[src/rtl/cruiser_motion.sv]
`default_nettype none
//------------------------------------------------------------------------------
// Module   : cruiser_motion
// Purpose  : Two-axis cruiser with per-axis velocity, key-driven acceleration,
//            braking and friction; optional edge wrap via CRUISER_WRAP_EN.
// Revision : 1.0 - initial release
//------------------------------------------------------------------------------
module cruiser_motion #(
    parameter int W         = 7,
    parameter int VW        = 3,
    parameter int ACCEL_DIV = 4,
    parameter int HOME_X    = 2 ** (W - 1),
    parameter int HOME_Y    = 2 ** (W - 1)
) (
    input  logic          clock,
    input  logic          reset,
    input  logic          enable,
    input  logic          up,
    input  logic          down,
    input  logic          left,
    input  logic          right,
    output logic [W-1:0]  cruiserx,
    output logic [W-1:0]  cruisery,
    output logic [VW:0]   velx,
    output logic [VW:0]   vely,
    output logic          bump,
    output logic          moving
);

    localparam int            CW       = $clog2(ACCEL_DIV);
    localparam logic [VW-1:0] VMAX     = '1;
    localparam logic [CW-1:0] CNT_LAST = CW'(ACCEL_DIV - 1);

    // Index 0 is the x axis (right positive), index 1 the y axis (down positive).
    logic [1:0] key_pos;
    logic [1:0] key_neg;
    logic       bump_q;

    assign key_pos = {down, right};
    assign key_neg = {up, left};

    for (genvar i = 0; i < 2; i++) begin : g_axis
        localparam logic [W-1:0] HOME = (i == 0) ? W'(HOME_X) : W'(HOME_Y);

        logic [W-1:0]  pos_q, pos_d;
        logic [VW:0]   vel_q, vel_d, vel_n;
        logic [CW-1:0] cnt_q, cnt_d;
        logic          dpos, dneg, vneg, vzero, hit;
        logic [VW-1:0] mag, mag_inc;
        logic [W:0]    sum;

        always_comb begin
            dpos    = key_pos[i] & ~key_neg[i];
            dneg    = key_neg[i] & ~key_pos[i];
            vneg    = vel_q[VW];
            vzero   = (vel_q == '0);
            mag     = vneg ? (~vel_q[VW-1:0] + 1'b1) : vel_q[VW-1:0];
            mag_inc = (mag == VMAX) ? mag : mag + 1'b1;
            vel_n   = vel_q;
            cnt_d   = cnt_q;
            hit     = 1'b0;

            if (dpos | dneg) begin
                if (vzero) begin
                    vel_n = dpos ? (VW+1)'(1) : '1;
                    cnt_d = '0;
                end else if (dpos == vneg) begin
                    vel_n = '0;
                    cnt_d = '0;
                end else if (cnt_q == CNT_LAST) begin
                    vel_n = vneg ? -{1'b0, mag_inc} : {1'b0, mag_inc};
                    cnt_d = '0;
                end else begin
                    cnt_d = cnt_q + 1'b1;
                end
            end else begin
                cnt_d = '0;
                if (vneg) begin
                    vel_n = vel_q + 1'b1;
                end else if (!vzero) begin
                    vel_n = vel_q - 1'b1;
                end
            end

            // Speed is far below the field size, so bit W alone marks leaving
            // the field; the sign of the velocity tells which bound was crossed.
            sum   = {1'b0, pos_q} + {{(W-VW){vel_n[VW]}}, vel_n};
            vel_d = vel_n;
`ifdef CRUISER_WRAP_EN
            pos_d = sum[W-1:0];
            hit   = sum[W];
`else
            pos_d = sum[W-1:0];
            if (sum[W]) begin
                pos_d = vel_n[VW] ? '0 : '1;
                vel_d = '0;
                hit   = 1'b1;
            end
`endif
        end

        always_ff @(posedge clock) begin
            if (reset) begin
                pos_q <= HOME;
                vel_q <= '0;
                cnt_q <= '0;
            end else if (enable) begin
                pos_q <= pos_d;
                vel_q <= vel_d;
                cnt_q <= cnt_d;
            end
        end
    end

    always_ff @(posedge clock) begin
        if (reset) begin
            bump_q <= 1'b0;
        end else begin
            bump_q <= enable & (g_axis[0].hit | g_axis[1].hit);
        end
    end

    assign cruiserx = g_axis[0].pos_q;
    assign cruisery = g_axis[1].pos_q;
    assign velx     = g_axis[0].vel_q;
    assign vely     = g_axis[1].vel_q;
    assign bump     = bump_q;
    assign moving   = (g_axis[0].vel_q != '0) | (g_axis[1].vel_q != '0);

endmodule
`default_nettype wire

[config.mk]
export PLATFORM = sky130hd
export DESIGN_NAME = cruiser_motion
export DESIGN_NICKNAME = d
export VERILOG_FILES = /design/src/rtl/cruiser_motion.sv
export SDC_FILE = /design/constraint.sdc
export NUM_CORES = 1
export LEC_CHECK = 0
export BUFFER_PORTS_ARGS = -buffer_cell sky130_fd_sc_hd__buf_4
export CAP_MARGIN = 20
export CELL_PAD_IN_SITES_DETAIL_PLACEMENT = 0
export CELL_PAD_IN_SITES_GLOBAL_PLACEMENT = 1
export CORE_UTILIZATION = 43
export CTS_CLUSTER_SIZE = 10
export DETAILED_ROUTE_END_ITERATION = 8
export HOLD_SLACK_MARGIN = 0.1
export PLACE_DENSITY_LB_ADDON = 0.1
export SLEW_MARGIN = 10
export SYNTH_ARGS = -nofsm -noshare
export SYNTH_HDL_FRONTEND = slang
export SYNTH_SLANG_ARGS = --single-unit
[constraint.sdc]
create_clock -name clock -period 5.5 [get_ports clock]
set_input_delay 0 -clock clock [delete_from_list [all_inputs] [get_ports clock]]
set_output_delay 0 -clock clock [all_outputs]
set_load 0.02 [all_outputs]
## After elaboration in Yosys (flattened, before gate mapping)

Cells that the tools add are included.

- Register bits: 27
- Input bits: 7
- Word-level logic and storage cells: 82

- Add/subtract/negate cells: 14
- Eq/ne operators: 6
- Multiplexer cells: 36
- Bitwise logic cells: 15
- Reductions and logical operators: 4

Operator list:

| cell | count |
|---|---|
| 2-to-1 mux 4 bit | 18 |
| 2-to-1 mux 7 bit | 4 |
| adder 7 x 8 -> 8 bit | 2 |
| 2-to-1 mux 2 bit | 8 |
| adder 3 x 1 -> 3 bit, second input constant | 4 |
| 2-to-1 mux 3 bit | 4 |
| adder 4 x 1 -> 4 bit, second input constant | 2 |
| logical NOT 4 bit | 2 |
| negation 3 -> 4 bit | 2 |
| nonzero test 4 bit | 2 |
| subtractor 4 x 1 -> 4 bit, second input constant | 2 |
| == test 3 bit, second input constant | 2 |
| inverter 3 bit | 2 |
| AND 1 bit | 5 |
| adder 2 x 1 -> 2 bit, second input constant | 2 |
| == test 2 bit, second input constant | 2 |
| inverter 1 bit | 4 |
| bitwise OR 1 bit | 4 |
| == test 1 bit | 2 |
| 2-to-1 mux 1 bit | 2 |

## Longest topological paths before layout

Gate-level depths: netlist of the first run.

- Depth after elaboration: 15
- Mapped depth: 27
- Gate-level depth less buffers: 27

## Worst setup path before layout of the first run

OpenSTA, ideal clock, no wires.

- Kind: register to register
- Start point: reg g_axis[0].vel_q[0], in the netlist velx[0]
- End point: reg g_axis[0].vel_q[2], in the netlist velx[2]
- Library setup time: 0.092 ns
- Arrival: 4.630 ns
- Required time: 5.408 ns
- Path slack: 0.777 ns
- Cell stages (with the launch flop): 27
- Buffers on the path: 0
- Clock period less this slack: 4.723 ns
- Cells stage by stage: dfxtp_1 inv_1 ha_1 nand2_1 o21ai_0 ha_1 nand2_1 mux2i_1 ha_1 nor3b_1 o21ai_0 o21ai_0 a21oi_1 nor2_1 a311oi_1 ha_1 o21ai_0 nor2_1 o21ai_0 nand2b_1 a211oi_1 nor2_1 ha_1 nand2b_1 nor2_1 nand2_1 o32ai_1

- Longest elaborated chain between the ends: 13

RTL lines:

| element | RTL line | source |
|---|---|---|
| start: declaration | 46 | `logic [VW:0] vel_q, vel_d, vel_n;` |
| start signal: assignment | 109 | `vel_q <= vel_d;` |
| inverter 3 bit | 57 | `mag = vneg ? (~vel_q[VW-1:0] + 1'b1) : vel_q[VW-1:0];` |
| adder 3 x 1 -> 3 bit | 57 |  |
| 2-to-1 mux 3 bit | 57 |  |
| adder 3 x 1 -> 3 bit / == test 3 bit (equally long branches) | 58 | `mag_inc = (mag == VMAX) ? mag : mag + 1'b1;` |
| 2-to-1 mux 3 bit | 58 |  |
| negation 3 -> 4 bit | 71 | `vel_n = vneg ? -{1'b0, mag_inc} : {1'b0, mag_inc};` |
| 2-to-1 mux 4 bit | 71 |  |
| 2-to-1 mux 4 bit | 70 | `end else if (cnt_q == CNT_LAST) begin` |
| 2-to-1 mux 4 bit | 67 | `end else if (dpos == vneg) begin` |
| 2-to-1 mux 4 bit | 64 | `if (vzero) begin` |
| 2-to-1 mux 4 bit * | 63 | `if (dpos \| dneg) begin` |
| adder 7 x 8 -> 8 bit | 87 | `sum = {1'b0, pos_q} + {{(W-VW){vel_n[VW]}}, vel_n};` |
| 2-to-1 mux 4 bit * | 94 | `if (sum[W]) begin` |

Every way passes the cells marked *; elsewhere a longest branch is shown, timed or not.
A chain may end at the register's enable or synchronous reset.

## Worst setup path in the final report of the first run

- Start point: reg g_axis[0].vel_q[1], in the netlist velx[1]
- End point: reg g_axis[0].vel_q[2], in the netlist velx[2]

The elaborated chain is that of the path after synthesis.

==> results of run 1 <==
state kept, by name (all words and copies together) (netlist names):
signal        flops
cruiserx          7
cruisery          7
g_axis.cnt_q      4
velx              4
vely              4
bump              1
power by group through the flow:
stage,combinational (W),sequential (W),clock [W]
floorplan,0.00116,0.000392,0
global placement,0.00164,0.000327,0
detailed placement,0.00163,0.000327,0
CTS,0.00164,0.000323,0.000120
global route,0.00187,0.000334,0.000126
finish,0.00165,0.000324,0.000116
timing repair:
action | CTS | global route
hold buffers | 2 | 0
endpoints found under the setup margin | 0 | 10
buffers inserted | 0 | 1
endpoints found under the hold margin | 10 | 0
gates resized for setup | 0 | 4
routing by layer:
metal | GRT usage, % | share of wire (%)
met5 | 0 | 0
met4 | 5.64 | 0.98
met3 | 1.38 | 2.7
met2 | 33.1 | 43
met1 | 29.8 | 53
layout make-up:
cell class | instances | area share, %
tap | 72 | 3.06
timing repair buffer | 43 | 11.1
clock buffer | 4 | 1.53
sequential | 27 | 18.4
inverter | 15 | 1.91
multi-input combinational | 279 | 64.0
cell families (layout without fill, tap and decap cells):
group                    Yosys count  count (layout)
adder cells (fa/ha/maj)           30              30
multiplexers                       5               5
buffers and inverters             31              62
AND/OR/NAND/NOR                  124             124
flip-flops                        27              27
XOR/XNOR                           9               9
AO/OA/AOI/OAI                    111             111
worst max-delay path, stage by stage, from the launching register on:
cell and delay [ns]:
dfxtp_2 0.41, inv_1 0.09, ha_1 0.31, nand2_1 0.06, o21ai_0 0.12, ha_2 0.22, nand2_1 0.09, mux2i_1 0.15
ha_1 0.25, nor3b_1 0.15, o21ai_0 0.14, o21ai_0 0.10, a21oi_1 0.19, nor2_1 0.09, a311oi_1 0.32, ha_1 0.33
o21ai_0 0.16, nor2_1 0.09, o21ai_1 0.17, nand2b_1 0.07, a211oi_1 0.22, nor2_1 0.08, ha_1 0.36, nand2b_1 0.24
nor2_2 0.17, nand2_1 0.08, o32ai_1 0.20
final timing paths:
path	cells past startpoint	start	slack (ns)	endpoint
setup reg to reg	26	velx[1]	0.58	velx[2]
setup / recovery	26	velx[1]	0.58	velx[2]
hold reg to reg	2	g_axis[1].cnt_q[1]	0.47	g_axis[1].cnt_q[1]
hold / removal	5	down	0.37	g_axis[1].cnt_q[1]
cells in the final DEF, fill, tap and decap left out, drive strengths merged, types with 2 or more instances in the layout:
cell and count:
a211oi 6, a21boi 3, a21o 6, a21oi 33, a221o 2, a22oi 6, a311oi 2, a31oi 2
a32o 4, and2 2, and3 2, buf 41, clkbuf 4, dfxtp 27, dlygate4sd3 2, fa 2
ha 28, inv 14, mux2i 5, nand2 33, nand2b 17, nand3 5, nand3b 4, nand4 4
nor2 34, nor2b 8, nor3 9, nor3b 3, o211ai 4, o21ai 22, o21bai 5, o22ai 2
o32ai 7, or3b 2, xnor2 5, xor2 4
stage by stage:
| stage | total power (W) | hold WS (ns) | setup TNS [ns] | utilization (%) | setup slack (ns) |
|---|---|---|---|---|---|
| after floorplan | 0.00155 | 0.224 | 0 | - | 0.777 |
| after CTS | 0.00208 | 0.364 | 0 | 52.0 | 0.242 |
| after global placement | 0.00196 | 0.373 | 0 | 50.8 | 0.505 |
| final | 0.00209 | 0.366 | 0 | 52.2 | 0.578 |
| after detailed placement | 0.00196 | 0.366 | 0 | 50.8 | 0.274 |
| after global routing | 0.00233 | 0.398 | -0.00602 | 52.2 | -0.00602 |
==> flow_summary.toml, run 1 <==
[outcome]
outcome = "finished, final reports clean"

[power_and_ir_drop]
p_int_w = 0.00103
p_seq_share_pct = 15.5
clkPwrFrac_pct = 5.6
combinationalPowerShare_pct = 78.9
power.density_nw_per_um2 = 709
switching_share_pct = 50.7
p_leak_nw = 1.26
power.switching_w = 0.00106
ir_drop_v = 0.000372

[clock_network]
clkTransAtPathRegs_ns = 0.09
cts_buffers = 3
clock_latency_ns = 0.27
tritoncts = "yes"
cts.sinks = 27
cts_root_buffer = "clkbuf_8"
clk_path_buf_depth = 2
htree_levels = 1

[die]
die-area_um2 = 6280
start_util_pct = 45.5
ios = 31
core_area_um2 = 5640
die_x_um = 79.3
rows = 27
die_y_um = 79.3

[synth]
synth_top_family_by_area = "compound AO/OA/AOI/OAI gates"
post_synth.cell_area_avg_um2 = 7.61
ys_seq_elements = 27
ys_top_cells_by_area = "dfxtp_1 (21%), ha_1 (14%), a21oi_1 (6.2%), nor2_1 (5.0%), nand2_1 (4.8%)"
yosysSeqAreaShare_pct = 21.1
synth_xor_area_share_pct = 3.36
ys.flop_type = "dfxtp_1"
syn_area_um2 = 2570
synth_fa_ha_area_share_pct = 15.2
synth_top_cell_by_area = "dfxtp_1"
syn_nets = 374
ys_types = 52
synthCells = 337
netlist.area_leader.share_pct = 21.1
synth_most_common_cell = "nor2_1"
ys_async_sr_fraction_pct = 0
synth_common_cells = "nor2_1 (34), nand2_1 (33), a21oi_1 (32), ha_1 (28), dfxtp_1 (27)"
synth_compound_area_share_pct = 28.9
yosysWarnings = 0
synth_simple_gate_area_share_pct = 23.8
synthMuxAreaShare_pct = 1.95
synth-edff-count = 0

[global_routing]
overflow = 0
grt_pass1_vias = 2231
grt_first_pass_wirelength_um = 10500
antenna_found_initial = 0
grt_use_total_pct = 20.7
grt_max_degree = 27

[routing]
drt-wirelength-per-cell_um = 14.2
wirelength_um = 6240
postRouteAntennaNets = 0
dr.pass1.iters = 4
drc = 0
routed-via-count = 2462
drt_iter0_markers = 166
routed_via_density = 5.60

[timing]
fin_crit_ns = 4.92
max_slew_margin_pct = 51.0
setup_viol = 0
finalHoldViolCount = 0
clock-skew-final_ns = 0.00201
fmax_ghz = 0.203
fin_crit_sh_pct = 89.5
slew_violations = 0
worstMarginPinSlew_ns = 0.730

[worst_setup_path]
cp.required_ns = 5.69
endpoint_kind = "register"
critical_path_class = "register to register"
path_max_fanout = 8
start_kind = "register"
cp.arrival_ns = 5.11

[final_layout]
regArea_um2 = 542
area_growth_pct = 14.8
fin_nets = 406
antenna_cells = 0
layout-drive-gt1-share_pct = 14.4
final_area_um2 = 2950
stdcell_count = 440
multi_input_area_um2 = 1890
fillers = 547

[placed_design]
gp_congestion = 0.811
hpwl_um = 4590
placed_area_um2 = 2870
port_buffers = 30
placed_cells = 433

[run]
max_cap_violations = 0

[min_path]
hold_class = "primary input to register"
(Power assumes the default switching activity.)
==> run 2: changes to the inputs <==
==> constraint.sdc (replaced) <==
create_clock -name clock -period 5.5 [get_ports clock]
set_input_delay 0.275 -clock clock [delete_from_list [all_inputs] [get_ports clock]]
set_output_delay 0.275 -clock clock [all_outputs]
set_load 0.02 [all_outputs]
==> run 2 against run 1 <==
  * Critical path depth unchanged
  * Clock power about the same
  * Sequential cell count unchanged
  * Clock-buffer cell count unchanged
  * Total power about the same
  * Fmax increased by 0.11%
  * Register-to-register slack about the same
  * Sequential power about the same
  * Cell count decreased by 0.45%
  * Routed wire length about the same
  * Sequential share of layout area increased by 0.13 points
  * Critical endpoint unchanged
  * Highest routed layer unchanged
==> flow_summary.toml, run 2 (synthesis results as in run 1) <==
[clock_network]
hold_buffers = 0
tritoncts = "yes"
clk_path_buf_depth = 2
clock_latency_ns = 0.27
cts_buffers = 3
cts.sinks = 27
clkTransAtPathRegs_ns = 0.09
cts_root_buffer = "clkbuf_8"
htree_levels = 1

[power_and_ir_drop]
combinationalPowerShare_pct = 79.0
p_int_w = 0.00103
clkPwrFrac_pct = 5.6
p_seq_share_pct = 15.5
p_leak_nw = 1.25
power.density_nw_per_um2 = 713
ir_drop_v = 0.000372
switching_share_pct = 50.7
power.switching_w = 0.00106

[global_routing]
grt_max_degree = 27
grt_pass1_vias = 2225
overflow = 0
grt_use_total_pct = 20.7
antenna_found_initial = 0
grt_first_pass_wirelength_um = 10500

[timing]
fmax_ghz = 0.203
tns_ns = 0
fin_crit_ns = 4.92
whs_ns = 0.330
clock-skew-final_ns = 0.00399
finalWorstSetupSlack_ns = 0.583
fin_crit_sh_pct = 89.4
setup_viol = 0
worstMarginPinSlew_ns = 0.722
finalHoldViolCount = 0
slew_violations = 0
max_slew_margin_pct = 51.5

[final_layout]
final_cell_mix = "buf_4 (41), nand2_1 (33), nor2_1 (33), a21oi_1 (32), ha_1 (27)"
fin_nets = 404
antenna_cells = 0
final_common_cell = "buf_4"
area_growth_pct = 14.0
layout-drive-gt1-share_pct = 14.5
stdcell_count = 438

[worst_setup_path]
start_kind = "register"
path_max_fanout = 8
cp.required_ns = 5.69
critical_path_class = "register to register"
cp.arrival_ns = 5.11
cp_num_buf_inv = 1
cp_top_family = "compound AO/OA/AOI/OAI gates"
endpoint_kind = "register"
cp_slowest_cell = "dfxtp_2"
slowest_delay_ns = 0.41

[routing]
drc = 0
routed_via_density = 5.62
routed-via-count = 2461
drt_iter0_markers = 128
wl_met3_um = 157
wirelength_um = 6250
postRouteAntennaNets = 0
met2_length_um = 2720
drt-met1-wl_um = 3310
drt-wirelength-per-cell_um = 14.3
dr.pass1.iters = 4
top_layer = "met4"

[die]
rows = 27
start_util_pct = 45.5
core_area_um2 = 5640
die-area_um2 = 6280
ios = 31
die_x_um = 79.3
die_y_um = 79.3

[outcome]
outcome = "finished, final reports clean"

[min_path]
hold_class = "primary input to register"

[run]
max_cap_violations = 0

[placed_design]
placed_cells = 433
hpwl_um = 4590
gp_congestion = 0.811
dp_slack_ns = 0.274
port_buffers = 30
[run 2: layout make-up]
type                    count  area, um2
well taps                  72       90.1
fillers                   550       2720
inverters                  15       56.3
multi-input cells         279       1890
clock buffers               4       45.0
flip-flops and latches     27        542
repair buffers             41        308
[run 2: final timing paths]
kind                                    startpoint  slack, ns  depth (start not counted)                  to
worst max-delay path                       velx[1]       0.58                         26             velx[2]
worst min-delay path                        enable       0.33                          2             velx[1]
worst max register to register             velx[1]       0.58                         26             velx[2]
worst min register to register  g_axis[1].cnt_q[1]       0.47                          2  g_axis[1].cnt_q[1]
[run 2: power groups by stage]
stage               registers (W)  clock network (W)  logic (W)
floorplan                0.000392                  0    0.00116
global placement         0.000327                  0    0.00164
detailed placement       0.000327                  0    0.00163
CTS                      0.000323           0.000120    0.00164
global route             0.000334           0.000126    0.00186
finish                   0.000323           0.000116    0.00165
[run 2: timing repair]
action                     CTS  global route
setup endpoints to repair    0            10
hold endpoints to repair     0             0
resized for setup            0             4
buffers inserted             0             1
[run 2: metal layers]
layer	track usage, %	vias up
met2	32.9	40
met3	1.38	4
li1	-	1287
met5	0	-
met1	29.8	1130
met4	5.64	0
[run 2: metrics by stage]
stage	instance area [um2]	power, W	util (%)
final	2930	0.00209	51.9
after CTS	2910	0.00208	51.6
after detailed placement	2870	0.00196	50.8
after global placement	2870	0.00196	50.8
after floorplan	2570	0.00155	-
after global routing	2930	0.00232	51.9
